## src/rtl/tx_frame_pkg.sv

```systemverilog
// Shared definitions for the transmit framer.
//   frame_state_t : framer FSM states, in on-air byte order
//   CRC16_POLY    : CRC-16/CCITT-FALSE generator polynomial
//   CRC16_INIT    : CRC seed loaded at the start of every frame
//   crc16_byte()  : folds one byte into a CRC value, MSB first
package tx_frame_pkg;

  typedef enum logic [2:0] {
    ST_IDLE     = 3'd0,
    ST_PREAMBLE = 3'd1,
    ST_SYNC_HI  = 3'd2,
    ST_SYNC_LO  = 3'd3,
    ST_LEN      = 3'd4,
    ST_PAYLOAD  = 3'd5,
    ST_CRC_HI   = 3'd6,
    ST_CRC_LO   = 3'd7
  } frame_state_t;

  localparam logic [15:0] CRC16_POLY = 16'h1021;
  localparam logic [15:0] CRC16_INIT = 16'hFFFF;

  // Byte-wise CRC update: the data byte is XORed into the top of the
  // register, then eight shift/conditional-XOR steps are applied.
  function automatic logic [15:0] crc16_byte(input logic [15:0] crc,
                                             input logic [7:0]  data);
    logic [15:0] c;
    c = crc ^ {data, 8'h00};
    for (int i = 0; i < 8; i++) begin
      c = c[15] ? ((c << 1) ^ CRC16_POLY) : (c << 1);
    end
    return c;
  endfunction

endpackage

```

## src/rtl/crc16_ccitt.sv

```systemverilog
// CRC-16/CCITT-FALSE accumulator.
//   clk  : system clock
//   rst  : asynchronous active-low reset (register returns to CRC16_INIT)
//   init : reload the seed (takes priority over en)
//   en   : fold data into the running CRC
//   data : byte to fold in
//   crc  : current CRC value (registered)
module crc16_ccitt
  import tx_frame_pkg::*;
(
  input  logic        clk,
  input  logic        rst,
  input  logic        init,
  input  logic        en,
  input  logic [7:0]  data,
  output logic [15:0] crc
);

  // NOTE: sequential state is always written with non-blocking (<=)
  // assignments so every flop samples the pre-edge values of the others.
  always_ff @(posedge clk or negedge rst) begin
    if (!rst) begin
      crc <= CRC16_INIT;
    end else if (init) begin
      crc <= CRC16_INIT;
    end else if (en) begin
      crc <= crc16_byte(crc, data);
    end
  end

endmodule

```

## src/rtl/tx_framer.sv

```systemverilog
// Byte-oriented transmit framer. Emits, as a ready/valid byte stream:
//   PREAMBLE_LEN x PREAMBLE_BYTE, SYNC_WORD (high byte first), N,
//   N payload bytes streamed through from the input, CRC-16 (high first).
// Ports:
//   clk, rst               : clock, asynchronous active-low reset
//   hdr_valid/hdr_len/hdr_ready : frame request carrying payload length N
//   in_valid/in_data/in_ready   : payload byte stream
//   out_valid/out_data/out_ready: framed output stream (single register stage)
//   busy                   : frame in progress, including the pending last byte
module tx_framer
  import tx_frame_pkg::*;
#(
  parameter int          PREAMBLE_LEN  = 4,
  parameter logic [7:0]  PREAMBLE_BYTE = 8'h55,
  parameter logic [15:0] SYNC_WORD     = 16'h2DD4
) (
  input  logic       clk,
  input  logic       rst,
  input  logic       hdr_valid,
  input  logic [7:0] hdr_len,
  output logic       hdr_ready,
  input  logic       in_valid,
  input  logic [7:0] in_data,
  output logic       in_ready,
  output logic       out_valid,
  output logic [7:0] out_data,
  input  logic       out_ready,
  output logic       busy
);

  localparam logic [3:0] PRE_LAST = 4'(PREAMBLE_LEN - 1);

  frame_state_t state_q, state_d;
  logic [7:0]   len_q, len_d;
  logic [7:0]   cnt_q, cnt_d;   // low nibble counts preamble, full byte counts payload
  logic         run_q;          // holds hdr_ready low while reset is asserted
  logic         free;
  logic         load;
  logic [7:0]   load_byte;
  logic         crc_init;
  logic         crc_en;
  logic [15:0]  crc;

  // The output register can take a new byte when empty or being drained.
  assign free = !out_valid || out_ready;

  // In IDLE out_valid can only be high while the CRC_LO byte is pending.
  assign busy = (state_q != ST_IDLE) || out_valid;

  crc16_ccitt u_crc (
    .clk  (clk),
    .rst  (rst),
    .init (crc_init),
    .en   (crc_en),
    .data (in_data),
    .crc  (crc)
  );

  always_comb begin
    // NOTE: every signal written here gets a default first, otherwise a
    // path through the case that skips it would infer a latch.
    state_d   = state_q;
    len_d     = len_q;
    cnt_d     = cnt_q;
    load      = 1'b0;
    load_byte = 8'h00;
    hdr_ready = 1'b0;
    in_ready  = 1'b0;
    crc_init  = 1'b0;
    crc_en    = 1'b0;

    unique case (state_q)
      ST_IDLE: begin
        hdr_ready = run_q && free;
        if (hdr_valid && hdr_ready) begin
          len_d    = hdr_len;
          cnt_d    = 8'd0;
          crc_init = 1'b1;
          state_d  = ST_PREAMBLE;
        end
      end
      ST_PREAMBLE: begin
        if (free) begin
          load      = 1'b1;
          load_byte = PREAMBLE_BYTE;
          if (cnt_q[3:0] == PRE_LAST) begin
            cnt_d   = 8'd0;
            state_d = ST_SYNC_HI;
          end else begin
            cnt_d = cnt_q + 8'd1;
          end
        end
      end
      ST_SYNC_HI: begin
        if (free) begin
          load      = 1'b1;
          load_byte = SYNC_WORD[15:8];
          state_d   = ST_SYNC_LO;
        end
      end
      ST_SYNC_LO: begin
        if (free) begin
          load      = 1'b1;
          load_byte = SYNC_WORD[7:0];
          state_d   = ST_LEN;
        end
      end
      ST_LEN: begin
        if (free) begin
          load      = 1'b1;
          load_byte = len_q;
          state_d   = (len_q == 8'd0) ? ST_CRC_HI : ST_PAYLOAD;
        end
      end
      ST_PAYLOAD: begin
        in_ready = free;
        if (in_valid && free) begin
          load      = 1'b1;
          load_byte = in_data;
          crc_en    = 1'b1;
          if (cnt_q == len_q - 8'd1) begin
            cnt_d   = 8'd0;
            state_d = ST_CRC_HI;
          end else begin
            cnt_d = cnt_q + 8'd1;
          end
        end
      end
      ST_CRC_HI: begin
        if (free) begin
          load      = 1'b1;
          load_byte = crc[15:8];
          state_d   = ST_CRC_LO;
        end
      end
      ST_CRC_LO: begin
        if (free) begin
          load      = 1'b1;
          load_byte = crc[7:0];
          state_d   = ST_IDLE;
        end
      end
      default: state_d = ST_IDLE;
    endcase
  end

  always_ff @(posedge clk or negedge rst) begin
    if (!rst) begin
      state_q   <= ST_IDLE;
      len_q     <= 8'd0;
      cnt_q     <= 8'd0;
      run_q     <= 1'b0;
      out_valid <= 1'b0;
      out_data  <= 8'h00;
    end else begin
      state_q <= state_d;
      len_q   <= len_d;
      cnt_q   <= cnt_d;
      run_q   <= 1'b1;
      // out_data is left alone when the register drains, so it only
      // changes on a load, which keeps it stable under back-pressure.
      if (load) begin
        out_valid <= 1'b1;
        out_data  <= load_byte;
      end else if (out_ready) begin
        out_valid <= 1'b0;
      end
    end
  end

endmodule

```

## config.mk

```make
export PLATFORM = sky130hd
export DESIGN_NAME = tx_framer
export DESIGN_NICKNAME = d
export VERILOG_FILES = /design/src/rtl/tx_frame_pkg.sv /design/src/rtl/crc16_ccitt.sv /design/src/rtl/tx_framer.sv
export SDC_FILE = /design/constraint.sdc
export NUM_CORES = 1
export LEC_CHECK = 0
export ABC_AREA = 1
export CAP_MARGIN = 10
export CORE_MARGIN = 3
export CORE_UTILIZATION = 60
export DETAILED_ROUTE_END_ITERATION = 8
export PLACE_DENSITY = 0.85
export SETUP_SLACK_MARGIN = 0.3
export SLEW_MARGIN = 5
export SYNTH_ARGS = -nofsm -noshare
export SYNTH_HDL_FRONTEND = slang
export SYNTH_SLANG_ARGS = --single-unit
```

## constraint.sdc

```tcl
create_clock -name clk -period 2.45 [get_ports clk]
set_input_delay 0.245 -clock clk [delete_from_list [all_inputs] [get_ports clk]]
set_output_delay 0.245 -clock clk [all_outputs]
set_load 0.01 [all_outputs]
```

# == After elaboration in Yosys (flattened, before gate mapping) ==
# Index checks and enable logic that the tools add are counted.
# totals
reg_bits,45
latchBits,0
mem_bits_rw,0
mem_bits_ro,0
output_inout_bits,12
memories,0
# classes
n_addsub,2
multipliers,0
div,0
magnitude_cmp,0
eq_ne,19
shifts,0
mux,46
n_bitwise,9
n_reduce_logical,16
# op_table
cell,n
13-bit 2-to-1 mux,8
8-bit 2-to-1 mux,10
8-bit one-hot mux with 7 select lines,1
16-bit 2-to-1 mux,2
3-bit 2-to-1 mux,10
3-bit inverter,8
3-bit one-hot mux with 8 select lines,1
8-bit one-hot mux with 3 select lines,1
"2-bit inequality test, second input constant",10
16-bit bitwise XOR,1
"3-bit == test, second input constant",4
10-bit AND reduction,1
1-bit 2-to-1 mux,9
"8-bit by 1-bit adder with 8-bit output, second input constant",1
8-bit == test,1
8-bit logical NOT,1
"8-bit by 1-bit subtractor with 8-bit output, second input constant",1
7-bit 2-to-1 mux,1
"3-bit by 2-bit == test with 1-bit output, second input constant",2
6-bit 2-to-1 mux,1
3-bit nonzero test,2
6-bit OR reduction,1
"4-bit by 2-bit == test with 1-bit output, second input constant",1
4-bit AND reduction,1
other kinds (9),13

# == Longest topological paths before layout ==
# logic_depth
word_depth,19
depth_mapped,15

# == Modules after synthesis ==
# Synthesis repeated with hierarchy kept, for this count alone.
# hier_totals
hier_cells,456
hier_area_um2,3085.5
# modules_own_cells
module,instances,cells_each,area_per_inst_um2,seq_area_each_um2
tx_framer,1,299,2011.9,725.7
crc16_ccitt,1,157,1073.5,420.4

# == Worst setup path after synthesis ==
# OpenSTA, ideal clock, no wires.
# synth_path
path_type,reg-to-reg
from,register len_q[0]
to,register cnt_q[0]
setup_time_ns,0.117
arrival_time_ns,1.493
t_required_ns,2.333
setup_slack_ns,0.840
stages_incl_launch_ff,15
cell_sequence,dfrtp_1 > inv_1 > ha_1 > inv_1 > nand2_1 > nand2_1 > nand2_1 > nor2_1 > nand3_1 > nor2_1 > nand2_1 > nand2_2 > nand2_2 > nand3_1 > nand2_1
# synth_via
elab_chain_cells,5
# synth_rtl
element,line,rtl
from (decl),tx_framer.sv:34,"logic [7:0] len_q, len_d;"
from (signal assigned),tx_framer.sv:157,len_q <= len_d;
8-bit by 1-bit subtractor with 8-bit output,tx_framer.sv:121,if (cnt_q == len_q - 8'd1) begin
8-bit == test,tx_framer.sv:121,
8-bit 2-to-1 mux,tx_framer.sv:121,
8-bit 2-to-1 mux,tx_framer.sv:117,if (in_valid && free) begin
8-bit one-hot mux with 3 select lines,tx_framer.sv:72,unique case (state_q)
to (signal assigned),tx_framer.sv:158,cnt_q <= cnt_d;
to (decl),tx_framer.sv:35,"logic [7:0] cnt_q, cnt_d;"
# Every way passes these cells. The select of a mux whose other input is x is not followed.
# A chain may end at the register's enable or synchronous reset.

# == Worst setup path in the final report ==
# layout_path
from,register state_q[0]
to,output port in_ready
# layout_via
elab_chain_cells,2
# layout_rtl
element,line,rtl
from (decl),tx_framer.sv:33,"frame_state_t state_q, state_d;"
from (signal assigned),tx_framer.sv:156,state_q <= state_d;
3-bit == test,tx_framer.sv:72,
1-bit 2-to-1 mux,tx_framer.sv:72,
to (decl),tx_framer.sv:24,"output logic in_ready,"
# Every way passes these cells.

==> flow_metrics.env <==
export IMPL_netlist_area_um2=2820
export IMPL_wl_met2_um=3260
export IMPL_ys_top_cells_by_area="dfrtp_1, dfstp_2, nand2_1"
export IMPL_relSlewSlack_pct=35.2
export IMPL_r2r_setup_slack_ns=0.56
export IMPL_dieArea_um2=5570
export IMPL_rsz0062_at_grt="true"
export IMPL_io_pins=33
export IMPL_cts_path_max_buffers=2
export IMPL_post_route_period_util_pct=84.3
export IMPL_routed_wl_um=6720
export IMPL_yosysTopAreaCellShare_pct=25.7
export IMPL_io_buffer_count=32
export IMPL_placedCellCount=447
export IMPL_criticalPathCategory="reg2out"
export IMPL_reg2regPathDepth=11
export IMPL_synth_seq_area_share_pct=40.6
export IMPL_die_w_um=74.6
export IMPL_status="finished, final reports clean"
export IMPL_initial_core_util_pct=63.5
export IMPL_drive_above_1_share_pct=14.6
export IMPL_synth_cell_types=39
export IMPL_start_kind="flip-flop"
export IMPL_rr_startpoint="out_valid"
export IMPL_routed_via_density=5.59
export IMPL_period_minus_slack_ns=2.07
export IMPL_antenna_found_initial=0
export IMPL_cp_required_ns=2.20
export IMPL_cts_tree="done"
export IMPL_report_final_slew_viol_count=0
export IMPL_rows=24
export IMPL_final_nets=426
export IMPL_drt_first_pass_iters=5
export IMPL_critPathCaptureType="output pin"
export IMPL_grt_pass1_wl_um=10800
export IMPL_grt_max_degree=44
export IMPL_cts_buffers=5
export IMPL_grt_usage_pct=25.4
export IMPL_vias=2545
export IMPL_worst_pin_slew_ns=0.972
export IMPL_drtIter0Drc=215
export IMPL_drt_met1_wl_um=2960
export IMPL_synth_seq_cells=45
export IMPL_p_per_area_nw_per_um2=1250
export IMPL_setup_tns_ns=0
export IMPL_clock_skew_ns=0.00933
export IMPL_die_h_um=74.6
export IMPL_grt_overflow_total=0
export IMPL_finalHoldViolations=0
export IMPL_antenna_left=0
export IMPL_clock_latency_ns=0.30
export IMPL_drc_errors=0
export IMPL_top_layer="met4"
export IMPL_worstPathArrival_ns=1.82
export IMPL_p_leak_nw=1.57
export IMPL_syn_to_final_growth_pct=17.6
export IMPL_cts_root_buf="clkbuf_8"
export IMPL_cp_max_fo=6
export IMPL_placed_area_um2=3190
export IMPL_hold_buffers=0
export IMPL_clkTransAtPathRegs_ns=0.09
export IMPL_place_ws_ns=0.307
export IMPL_rr_endpoint="cnt_q[3]"
export IMPL_fin_cells=455
export IMPL_fin_area_um2=3320
export IMPL_setup_viol=0
export IMPL_ys_warn_count=0
export IMPL_setup_ws_ns=0.385
export IMPL_diodes=0
export IMPL_synth_top_area_cell="dfrtp_1"
export IMPL_wl_met3_um=371
export IMPL_peakVddDrop_mv=0.597
export IMPL_drt_wirelength_per_cell_um=14.8
export IMPL_avgSynthCellArea_um2=7.69
export IMPL_syn_inst=367
export IMPL_cts_sinks=45
export IMPL_drv_cap=0
export IMPL_core_region_area_um2=4440
export IMPL_dpl_hpwl_um=5020
export IMPL_finalWeightedCongestion=0.878
export IMPL_grt_pass1_vias=2390
export IMPL_hold_class="in2async"
export IMPL_fmax_mhz=484
export IMPL_synth_nets=391
export IMPL_htreeDepth=2
==> worst max-delay path, cell delays in order, from the launching register on <==
cell	delay (ns)
dfrtp_1	0.49
inv_2	0.12
nor2_4	0.13
nand2_4	0.09
nor2_1	0.12
clkdlybuf4s50_1	0.55
==> power by group <==
| group | switching (W) | internal [W] | total [W] |
|---|---|---|---|
| Sequential | 0.000285 | 0.00111 | 0.00139 |
| Combinational | 0.00129 | 0.000857 | 0.00215 |
| Clock | 0.000262 | 0.000333 | 0.000595 |
==> cell families (layout without fill, tap and decap cells) <==
family | count (synthesis) | count (layout) | synth area share (%)
AO/OA/AOI/OAI | 63 | 63 | 14.2
XOR/XNOR | 29 | 29 | 8.99
adder cells (fa/ha/maj) | 3 | 3 | 1.33
buffers and inverters | 60 | 96 | 8.73
flip-flops | 45 | 45 | 40.6
other | 1 | 1 | 0.133
AND/OR/NAND/NOR | 166 | 166 | 26.1
==> placed cells by master, fill, tap and decap left out, drive strengths merged, types with 3 or more instances in the layout <==
cell and n:
xor2 13, clkbuf 7, o22ai 4, o221ai 3, a31oi 3, nand3 18
nand4 4, nor3 4, xnor2 16, nand2 96, o21ai 28, dfrtp 29
a32oi 3, ha 3, buf 7, nor2 42, dfstp 16, a21oi 9
a22oi 10, clkdlybuf4s50 31, inv 50
==> worst max-delay path by stage <==
| stage | start | slack, ns | to |
|---|---|---|---|
| floorplan | len_q[0] | 0.84 | cnt_q[0] |
| global placement | out_ready | 0.37 | cnt_q[4] |
| detailed placement | out_ready | 0.31 | cnt_q[7] |
| CTS | state_q[1] | 0.32 | hdr_ready |
| global route | state_q[0] | 0.28 | in_ready |
| finish | state_q[0] | 0.38 | in_ready |
==> flip-flops by register name, indices dropped and copies added, names as in the netlist <==
name	flops
out_valid	1
cnt_q	8
out_data	8
len_q	8
state_q	3
u_crc.crc	16
run_q	1
==> cell usage after synthesis, drive strengths merged <==
cell type / number
a31oi: 3
nand4: 4
a21oi: 9
o21ai: 28
o31ai: 1
clkbuf: 2
nor2: 42
ha: 3
nand2: 96
o221ai: 3
inv: 50
buf: 8
a32oi: 3
conb: 1
and3: 1
o211ai: 1
o22ai: 4
xnor2: 16
xor2: 13
dfrtp: 29
nand3b: 1
dfstp: 16
nand3: 18
nor3: 4
a22oi: 10
o32ai: 1
==> through the flow <==
stage / util [%] / total power, W / hold WS [ns]
floorplan: - / 0.00290 / -0.0506
global placement: 71.8 / 0.00341 / 0.439
detailed placement: 71.8 / 0.00349 / 0.453
CTS: 74.4 / 0.00409 / 0.122
global route: 74.7 / 0.00444 / 0.158
finish: 74.7 / 0.00414 / 0.0974
==> metal layers <==
layer / GRT usage [%] / vias up
li1: - / 1252
met1: 33.5 / 1186
met2: 41.6 / 93
met3: 4.86 / 14
met4: 9.29 / 0
met5: 0 / -
==> final cells by class <==
| class | count | area [um^2] |
|---|---|---|
| well taps | 52 | 65.1 |
| repair buffers | 38 | 360 |
| clock inverters | 1 | 30.0 |
| multi-input cells | 262 | 1440 |
| fillers | 341 | 1120 |
| inverters | 50 | 188 |
| flip-flops and latches | 45 | 1150 |
| clock buffers | 7 | 86.3 |
==> what timing repair did <==
item	4_1_cts	5_1_grt
gates resized for setup	1	5
setup endpoints to repair	1	9
buffers inserted	0	0
(Power assumes the default switching activity.)
